### src/rtl/pkt_encoder_gen_if.sv
// Packet encoder bus: packet offer handshake plus the serial bit stream.
// The master side offers packets and watches the stream; the slave is the encoder.
interface pkt_encoder_gen_if #(
    parameter int MAX_BITS = 99
);
    localparam int LEN_W = $clog2(MAX_BITS + 1);

    logic [MAX_BITS-1:0] pkt;
    logic [LEN_W-1:0]    pkt_len;
    logic [1:0]          crc_mode;
    logic                pkt_valid;
    logic                pkt_ready;
    logic                bstr;
    logic                bstr_valid;
    logic                bstr_eop;
    logic                pkt_sent;

    modport master (
        output pkt, pkt_len, crc_mode, pkt_valid,
        input  pkt_ready, bstr, bstr_valid, bstr_eop, pkt_sent
    );

    modport slave (
        input  pkt, pkt_len, crc_mode, pkt_valid,
        output pkt_ready, bstr, bstr_valid, bstr_eop, pkt_sent
    );
endinterface

### src/rtl/pkt_encoder_gen.sv
// Serial packet encoder: sends a left-aligned packet MSB-first, optionally
// appends a complemented CRC5/CRC16 over the post-header bits, inserts a
// zero stuff bit after every six consecutive ones, and closes with an EOP.
module pkt_encoder_gen #(
    parameter int MAX_BITS   = 99,
    parameter int HDR_BITS   = 16,
    parameter int EOP_CYCLES = 3,
    parameter int STUFF_EN   = 1
) (
    input  logic               clk,
    input  logic               rst_b,
    pkt_encoder_gen_if.slave   bus
);
    localparam int CNT_W = $clog2(MAX_BITS + 1);
    localparam int EOP_W = (EOP_CYCLES > 1) ? $clog2(EOP_CYCLES) : 1;

    typedef enum logic [1:0] {IDLE, DATA, CRC, EOP} state_t;

    state_t              state;
    state_t              next_state;

    logic [MAX_BITS-1:0] pkt_sr;
    logic [CNT_W-1:0]    len_reg;
    logic [1:0]          mode_reg;
    logic [CNT_W-1:0]    bit_cnt;
    logic [15:0]         crc_reg;
    logic [4:0]          crc_cnt;
    logic [2:0]          ones_cnt;
    logic [EOP_W-1:0]    eop_cnt;
    logic                sent_flag;

    logic                accept;
    logic                stuff_now;
    logic                cur_bit;
    logic                emit_bit;
    logic [2:0]          ones_next;
    logic                crc_on;
    logic [4:0]          crc_len;
    logic                eop_last;
    logic [CNT_W-1:0]    len_clamped;
    logic [15:0]         crc_next;
    logic                bstr_o;
    logic                valid_o;
    logic                eop_o;

    assign crc_on      = (mode_reg == 2'd1) || (mode_reg == 2'd2);
    assign crc_len     = (mode_reg == 2'd1) ? 5'd5 : 5'd16;
    assign eop_last    = (eop_cnt == EOP_W'(EOP_CYCLES - 1));
    assign stuff_now   = (STUFF_EN != 0) && (ones_cnt == 3'd6);
    assign len_clamped = (32'(bus.pkt_len) > MAX_BITS) ? CNT_W'(MAX_BITS) : bus.pkt_len;

    assign bus.pkt_ready  = (state == IDLE);
    assign bus.pkt_sent   = (state == IDLE) && sent_flag;
    assign bus.bstr       = bstr_o;
    assign bus.bstr_valid = valid_o;
    assign bus.bstr_eop   = eop_o;

    // Next CRC value if the current bit is folded in (CRC5 lives in bits [4:0]).
    always_comb begin
        crc_next = crc_reg;
        if (mode_reg == 2'd1) begin
            crc_next = {11'd0, crc_reg[3:0], 1'b0} ^
                       ((crc_reg[4] ^ cur_bit) ? 16'h0005 : 16'h0000);
        end else begin
            crc_next = {crc_reg[14:0], 1'b0} ^
                       ((crc_reg[15] ^ cur_bit) ? 16'h8005 : 16'h0000);
        end
    end

    // Next-state and stream outputs; a stuff cycle holds the bit source still.
    always_comb begin
        next_state = state;
        accept     = 1'b0;
        emit_bit   = 1'b0;
        cur_bit    = 1'b0;
        ones_next  = ones_cnt;
        bstr_o     = 1'b0;
        valid_o    = 1'b0;
        eop_o      = 1'b0;
        case (state)
            IDLE: begin
                if (bus.pkt_valid) begin
                    accept     = 1'b1;
                    next_state = (bus.pkt_len == '0) ? EOP : DATA;
                end
            end
            DATA: begin
                valid_o = 1'b1;
                if (stuff_now) begin
                    ones_next = 3'd0;
                    if (bit_cnt == len_reg) begin
                        next_state = crc_on ? CRC : EOP;
                    end
                end else begin
                    cur_bit   = pkt_sr[MAX_BITS-1];
                    emit_bit  = 1'b1;
                    bstr_o    = cur_bit;
                    ones_next = cur_bit ? (ones_cnt + 3'd1) : 3'd0;
                    if (((bit_cnt + CNT_W'(1)) == len_reg) &&
                        !((STUFF_EN != 0) && (ones_next == 3'd6))) begin
                        next_state = crc_on ? CRC : EOP;
                    end
                end
            end
            CRC: begin
                valid_o = 1'b1;
                if (stuff_now) begin
                    ones_next = 3'd0;
                    if (crc_cnt == crc_len) begin
                        next_state = EOP;
                    end
                end else begin
                    cur_bit   = (mode_reg == 2'd1) ? ~crc_reg[4] : ~crc_reg[15];
                    emit_bit  = 1'b1;
                    bstr_o    = cur_bit;
                    ones_next = cur_bit ? (ones_cnt + 3'd1) : 3'd0;
                    if (((crc_cnt + 5'd1) == crc_len) &&
                        !((STUFF_EN != 0) && (ones_next == 3'd6))) begin
                        next_state = EOP;
                    end
                end
            end
            EOP: begin
                eop_o = 1'b1;
                if (eop_last) begin
                    next_state = IDLE;
                end
            end
            default: next_state = IDLE;
        endcase
    end

    // State register.
    always_ff @(posedge clk or negedge rst_b) begin
        if (!rst_b) begin
            state <= IDLE;
        end else begin
            state <= next_state;
        end
    end

    // Packet latch, bit/CRC/ones counters, EOP timer and completion flag.
    always_ff @(posedge clk or negedge rst_b) begin
        if (!rst_b) begin
            pkt_sr    <= '0;
            len_reg   <= '0;
            mode_reg  <= 2'd0;
            bit_cnt   <= '0;
            crc_reg   <= '0;
            crc_cnt   <= 5'd0;
            ones_cnt  <= 3'd0;
            eop_cnt   <= '0;
            sent_flag <= 1'b0;
        end else begin
            sent_flag <= (state == EOP) && eop_last;
            eop_cnt   <= (state == EOP) ? (eop_cnt + EOP_W'(1)) : '0;
            if (accept) begin
                pkt_sr   <= bus.pkt;
                len_reg  <= len_clamped;
                mode_reg <= bus.crc_mode;
                bit_cnt  <= '0;
                crc_reg  <= 16'hFFFF;
                crc_cnt  <= 5'd0;
                ones_cnt <= 3'd0;
            end else begin
                if ((state == DATA) || (state == CRC)) begin
                    ones_cnt <= ones_next;
                end
                if ((state == DATA) && emit_bit) begin
                    pkt_sr <= {pkt_sr[MAX_BITS-2:0], 1'b0};
                    if (bit_cnt < len_reg) begin
                        bit_cnt <= bit_cnt + CNT_W'(1);
                    end
                    if (32'(bit_cnt) >= HDR_BITS) begin
                        crc_reg <= crc_next;
                    end
                end
                if ((state == CRC) && emit_bit) begin
                    crc_reg <= {crc_reg[14:0], 1'b0};
                    crc_cnt <= crc_cnt + 5'd1;
                end
            end
        end
    end
endmodule

### src/flat_wrapper.sv
// flat-port wrapper written by rule: the top's interface ports become plain ports
module pkt_encoder_gen_flat 
#(
    parameter int MAX_BITS   = 99,
    parameter int HDR_BITS   = 16,
    parameter int EOP_CYCLES = 3,
    parameter int STUFF_EN   = 1
)
  (clk, rst_b, bus_pkt, bus_pkt_len, bus_crc_mode, bus_pkt_valid, bus_pkt_ready, bus_bstr, bus_bstr_valid, bus_bstr_eop, bus_pkt_sent);
  pkt_encoder_gen_if #(.MAX_BITS(MAX_BITS)) bus_i ();
  input  logic clk;
  input  logic rst_b;
  input wire logic [$bits(bus_i.pkt)-1:0] bus_pkt;
  input wire logic [$bits(bus_i.pkt_len)-1:0] bus_pkt_len;
  input wire logic [$bits(bus_i.crc_mode)-1:0] bus_crc_mode;
  input wire logic [$bits(bus_i.pkt_valid)-1:0] bus_pkt_valid;
  output wire logic [$bits(bus_i.pkt_ready)-1:0] bus_pkt_ready;
  output wire logic [$bits(bus_i.bstr)-1:0] bus_bstr;
  output wire logic [$bits(bus_i.bstr_valid)-1:0] bus_bstr_valid;
  output wire logic [$bits(bus_i.bstr_eop)-1:0] bus_bstr_eop;
  output wire logic [$bits(bus_i.pkt_sent)-1:0] bus_pkt_sent;
  assign bus_i.pkt = bus_pkt;
  assign bus_i.pkt_len = bus_pkt_len;
  assign bus_i.crc_mode = bus_crc_mode;
  assign bus_i.pkt_valid = bus_pkt_valid;
  assign bus_pkt_ready = bus_i.pkt_ready;
  assign bus_bstr = bus_i.bstr;
  assign bus_bstr_valid = bus_i.bstr_valid;
  assign bus_bstr_eop = bus_i.bstr_eop;
  assign bus_pkt_sent = bus_i.pkt_sent;
  pkt_encoder_gen #(.MAX_BITS(MAX_BITS), .HDR_BITS(HDR_BITS), .EOP_CYCLES(EOP_CYCLES), .STUFF_EN(STUFF_EN)) u_core (.clk(clk), .rst_b(rst_b), .bus(bus_i));
endmodule
### config.mk
export PLATFORM = sky130hd
export DESIGN_NAME = pkt_encoder_gen_flat
export DESIGN_NICKNAME = d
export VERILOG_FILES = /design/src/rtl/pkt_encoder_gen_if.sv /design/src/rtl/pkt_encoder_gen.sv /design/src/flat_wrapper.sv
export SDC_FILE = /design/constraint.sdc
export NUM_CORES = 1
export LEC_CHECK = 0
export ABC_AREA = 1
export CORE_ASPECT_RATIO = 0.6
export CORE_MARGIN = 2
export CORE_UTILIZATION = 25
export DETAILED_ROUTE_END_ITERATION = 7
export PLACE_DENSITY_LB_ADDON = 0.2
export SLEW_MARGIN = 40
export SYNTH_ARGS = -nofsm -noshare
export SYNTH_HDL_FRONTEND = slang
export SYNTH_SLANG_ARGS = --single-unit
### constraint.sdc
create_clock -name clk -period 3.21 [get_ports clk]
set_clock_uncertainty 0.2 [all_clocks]
set_input_delay 0.321 -clock clk [delete_from_list [all_inputs] [get_ports clk]]
set_output_delay 0.321 -clock clk [all_outputs]
set_load 0.05 [all_outputs]
# Yosys cells after proc, flatten, opt, wreduce, memory -nomap -nowiden
# Cells that the tools add are included.
# Widths: inputs -> output; s select.
[totals]
ff_bits = 144
in_bits = 111
out_inout_bits = 5
word_cells = 111
[op_classes]
n_addsub = 4
magnitude_cmp = 3
eq_ne = 19
n_mux = 45
bitwise = 6
n_reduce_logical = 24
[op_table]
columns = ["cell", "n"]
rows = [
  ["$mux 99", 2],
  ["$mux 16", 6],
  ["$mux 7", 4],
  ["$mux 3", 7],
  ["$mux 2", 10],
  ["$xor 16x16->16", 1],
  ["$xor 5x16->16", 1],
  ["$mux 5", 3],
  ["$eq 7x7->1", 2],
  ["$eq 5x5->1", 2],
  ["$mux 1", 10],
  ["$eq 3x3->1 const B", 3],
  ["$reduce_bool 3->1", 3],
  ["$eq 2x2->1 const B", 4],
  ["$pmux 2 s4", 1],
  ["$reduce_bool 2->1", 4],
  ["$add 7x1->7 const B", 1],
  ["$ge 7x5->1 const B", 1],
  ["$gt 7x7->1 const B", 1],
  ["$logic_not 7->1", 1],
  ["$lt 7x7->1", 1],
  ["$logic_and 1x1->1", 6],
  ["$ne 3x1->1 const B", 2],
  ["$ne 3x3->1 const B", 2],
  ["16 further kinds", 23],
]

# Logic depth before layout (Yosys ltp)
# Gate-level depths: netlist of run 1.
[logic_depth]
word_depth = 12
depth_mapped = 16
ltp_nobuf = 16

# Worst setup path before layout of run 1
# OpenSTA, ideal clock, no wires.
[synth_timing]
kind = "register to output"
start = "register u_core.state[0]"
end = "output port bus_bstr"
t_arrival_ps = 2554
t_required_ps = 2689
slack_ps = 135
path_stages_with_launch = 7
cell_sequence = "dfrtp_1 -> inv_1 -> ha_1 -> nand2_2 -> nor2_2 -> inv_4 -> o21ai_0"
[synth_between]
elab_chain_len = 2
[synth_lines]
columns = ["element", "line", "source"]
rows = [
  ["start: declaration", "pkt_encoder_gen.sv:19", "state_t state;"],
  ["start signal: assignment", "pkt_encoder_gen.sv:138", "state <= next_state;"],
  ["$eq 2x2->1 or $eq 2x1->1 (tied branches)", "pkt_encoder_gen.sv:80", "case (state)"],
  ["$pmux 1 s2 (*)", "pkt_encoder_gen.sv:80", ""],
  ["end: declaration", "flat_wrapper.sv:18", "output wire logic [$bits(bus_i.bstr)-1:0] bus_bstr;"],
]
# Mark *: on every way between the ends. The rest lies on a longest branch, timed or not.

# Worst setup path in the final report of run 1
[layout_timing]
start = "register u_core.state[1]"
end = "output port bus_bstr"
# Same word-level chain as after synthesis.

==> out/summary.txt, run 1 <==
outcome -> complete, no violations
RSZ-0062 raised after global routing -> no
Crit-path slowest cell -> dfrtp_1
Final WS setup -> 324 ps
NetSw -> 3.49 mW
Netlist Area Pre-Place -> 0.00718 mm2
slowest stage delay, CP -> 430 ps
mux contribution to synthesized area -> 0%
Die W -> 223 um
worst skew pair latency -> 440 ps
core footprint -> 0.0285 mm2
num rows -> 48
CP arrival -> 2370 ps
Setup TNS -> 0 ps
layout filler cell count -> 2997
startpoint types -> flop
count of final hold-check violations -> 0
clock sinks -> 144
FFs w/ async S/R, synth -> 100%
DR DRC count -> 0
post-synth net total -> 998
vias in the first global route -> 5708
Comb pwr share -> 43.6%
Hold Path Class -> input pin to async pin
Critical Path RT -> 2690 ps
number of synthesis warnings -> 0
area of the die -> 0.0301 mm2
Cells after Synth -> 869
top-level I/O count -> 116
total number of vias -> 6075
initial antenna violation count -> 0
DP Worst Slack -> 662 ps
clock slew at reported path FFs -> 60 ps
pin count of the biggest net entering global routing -> 63
simple-gate share of the synthesized area -> 15.8%
Worst slew margin -> 54.9%
number of synthesized flops with an enable pin -> 0
Adder-Cell Fraction of Synth Area -> 3.14%
post-synth cell types -> 38
critical path type -> flop to primary output
Final Core Density -> 32.8%
multi-input logic area -> 0.00283 mm2
Post-DRT Antenna Nets -> 0
Pwr Density -> 910 mW/mm2
Placed Area -> 0.00880 mm2
Worst VDD drop -> 527 uV
CTS tree -> yes
max frequency -> 346 MHz
Root Buffer -> clkbuf_16
main combinational cell family by area after synthesis -> compound AO/OA/AOI/OAI gates
Clk pwr share -> 22.2%
hpwl dp -> 13.8 mm
final setup vio count -> 0
Final Slew Violations -> 0
worst-path fanout max -> 7
Routed WL per cell -> 14.5 um
Leak Pwr -> 4.08 nW
hold slack -> 122 ps
Synth Area in Compound Gates -> 19.4%
Post-Synth XOR/XNOR Area -> 0.975%
# Post-CTS Setup Buffers -> 0
Layout area overhead -> 30.3%
Tcrit/Tclk final -> 89.9%
sequential fraction of the synthesis area -> 50.2%
Overflow after GRT -> 0
fraction of layout cells with a size suffix above 1 -> 7.13%
post-detailed-routing wire length -> 19.7 mm
Net Sw Frac -> 40.9%
sequential share of power -> 34.2%
fin crit period -> 2890 ps
first drt pass iteration count -> 5
placer congestion estimate -> 0.825
Crit. End Element -> primary output
CTS H-tree lvls -> 4
mean post-synth cell area -> 8.27 um2
Port Buffer Count -> 115
Clock Path Buffers -> 2
crit path cell chain -> inv_1 > ha_1 > nand2_2 > nor2_4 > nand2_1 > o21ai_0 > buf_4
worst-margin pin slew -> 676 ps
register area -> 0.00360 mm2
Via-to-Cell Ratio -> 4.48
highest-count cells in the layout ignoring fill and taps -> 144 x dfrtp_1, 136 x inv_1, 113 x clkdlybuf4s50_1
ys flop type -> dfrtp_1
Die Ht -> 135 um
NumNets Final -> 1100
post-synthesis register bit count -> 144
iteration-0 DRC count of the detailed router -> 374
CTS hold repair buffers -> 1
GRT Util Overall -> 13.6%
starting density of the core -> 25.2%
first-pass GRT wire length -> 31.8 mm
antenna cells -> 0
Num CTS Buffers -> 17
Final Instance Area -> 0.00936 mm2
Int Pwr -> 5.03 mW
max reg flops -> 99
Max-cap violations -> 0
commonest non-fill, non-tap cell in the layout -> dfrtp_1
post-cts resize count -> 0
-- power by group through the flow --
stage	sequential [mW]	clock, mW	combinational (mW)
2_1_floorplan	2.85	0	2.70
3_3_place_gp	2.92	0	3.74
3_5_place_dp	2.93	0	3.76
4_1_cts	2.91	1.95	3.77
5_1_grt	2.99	2.04	4.28
6_report	2.92	1.89	3.71
-- critical path: cells and delay by family (launching register included) --
kind	cells	cell delay [ps]
AND/OR/NAND/NOR	3	540
adder cells (fa/ha/maj)	1	400
flip-flops	1	430
buffers and inverters	2	380
AO/OA/AOI/OAI	1	180
-- stage by stage --
stage	std cells	total power, mW
after global routing	1357	9.32
final	1357	8.52
after floorplan	869	5.54
after detailed placement	1326	6.69
after CTS	1357	8.63
after global placement	1326	6.67
-- area by class of cell --
cell class	count	share of cell area, %
Inverter	143	5.83
Timing Repair Buffer	131	14.5
Tap cell	375	5.01
Clock buffer	24	5.25
Clock inverter	6	0.615
Multi-Input combinational cell	534	30.3
Sequential cell	144	38.5
-- kinds of logic after synthesis --
family                   Yosys count
adder cells (fa/ha/maj)           18
flip-flops                       144
XOR/XNOR                           8
buffers and inverters            191
AND/OR/NAND/NOR                  248
AO/OA/AOI/OAI                    260
-- cells in the mapped netlist, types with 2 or more instances --
| master | count | share of area [%] |
|---|---|---|
| nand4_1 | 5 | 0.44 |
| xnor2_1 | 3 | 0.37 |
| buf_2 | 16 | 1.1 |
| clkbuf_1 | 29 | 1.5 |
| nand2_1 | 75 | 3.9 |
| a22oi_1 | 4 | 0.42 |
| o22ai_1 | 7 | 0.61 |
| o21ai_0 | 87 | 6.1 |
| nor2_2 | 2 | 0.17 |
| o21ai_1 | 37 | 2.6 |
| a211oi_1 | 2 | 0.21 |
| xor2_1 | 5 | 0.61 |
| nand2_2 | 4 | 0.35 |
| nand3_1 | 30 | 2.1 |
| a21oi_2 | 10 | 1.2 |
| ha_1 | 18 | 3.1 |
| nor3_1 | 93 | 6.5 |
| nor2_1 | 34 | 1.8 |
| inv_2 | 6 | 0.31 |
| dfrtp_1 | 144 | 50 |
| o211ai_1 | 2 | 0.21 |
| a21oi_1 | 105 | 7.3 |
| inv_1 | 136 | 7.1 |
-- worst paths after layout --
kind                                         from           endpoint  slack [ps]  cells after the start
worst max-delay path              u_core.state[1]           bus_bstr         320                      7
worst min-delay path                        rst_b  u_core.len_reg[4]         120                      2
worst max register to register    u_core.state[0]  u_core.pkt_sr[72]         640                      9
worst min register to register  u_core.eop_cnt[0]  u_core.eop_cnt[0]         220                      1
max in group asynchronous                   rst_b  u_core.crc_reg[0]        1920                      3
min in group clk                u_core.eop_cnt[0]  u_core.eop_cnt[0]         220                      1
-- routing by layer --
layer  track usage [%]  vias up  share of wire [%]  wire (um)
met5                 0        -                  0          0
met4              3.54        0               0.79        156
met3              4.23       14                6.0       1180
met2              17.4      156                 38       7560
met1              21.4     2817                 55      10800
li1                  -     3088                  -          -
Power figures use the tool's default switching activity.
==> inputs of run 2 (changes only) <==
--- a/config.mk
+++ b/config.mk
@@ -6,12 +6,13 @@
 export NUM_CORES = 1
 export LEC_CHECK = 0
 export ABC_AREA = 1
+export CAP_MARGIN = 20
 export CORE_ASPECT_RATIO = 0.6
 export CORE_MARGIN = 2
 export CORE_UTILIZATION = 25
 export DETAILED_ROUTE_END_ITERATION = 7
 export PLACE_DENSITY_LB_ADDON = 0.2
-export SLEW_MARGIN = 40
+export SLEW_MARGIN = 15
 export SYNTH_ARGS = -nofsm -noshare
 export SYNTH_HDL_FRONTEND = slang
 export SYNTH_SLANG_ARGS = --single-unit
==> results of run 2 <==
The final DEF is identical to that of run 1; final timing and power are the same.
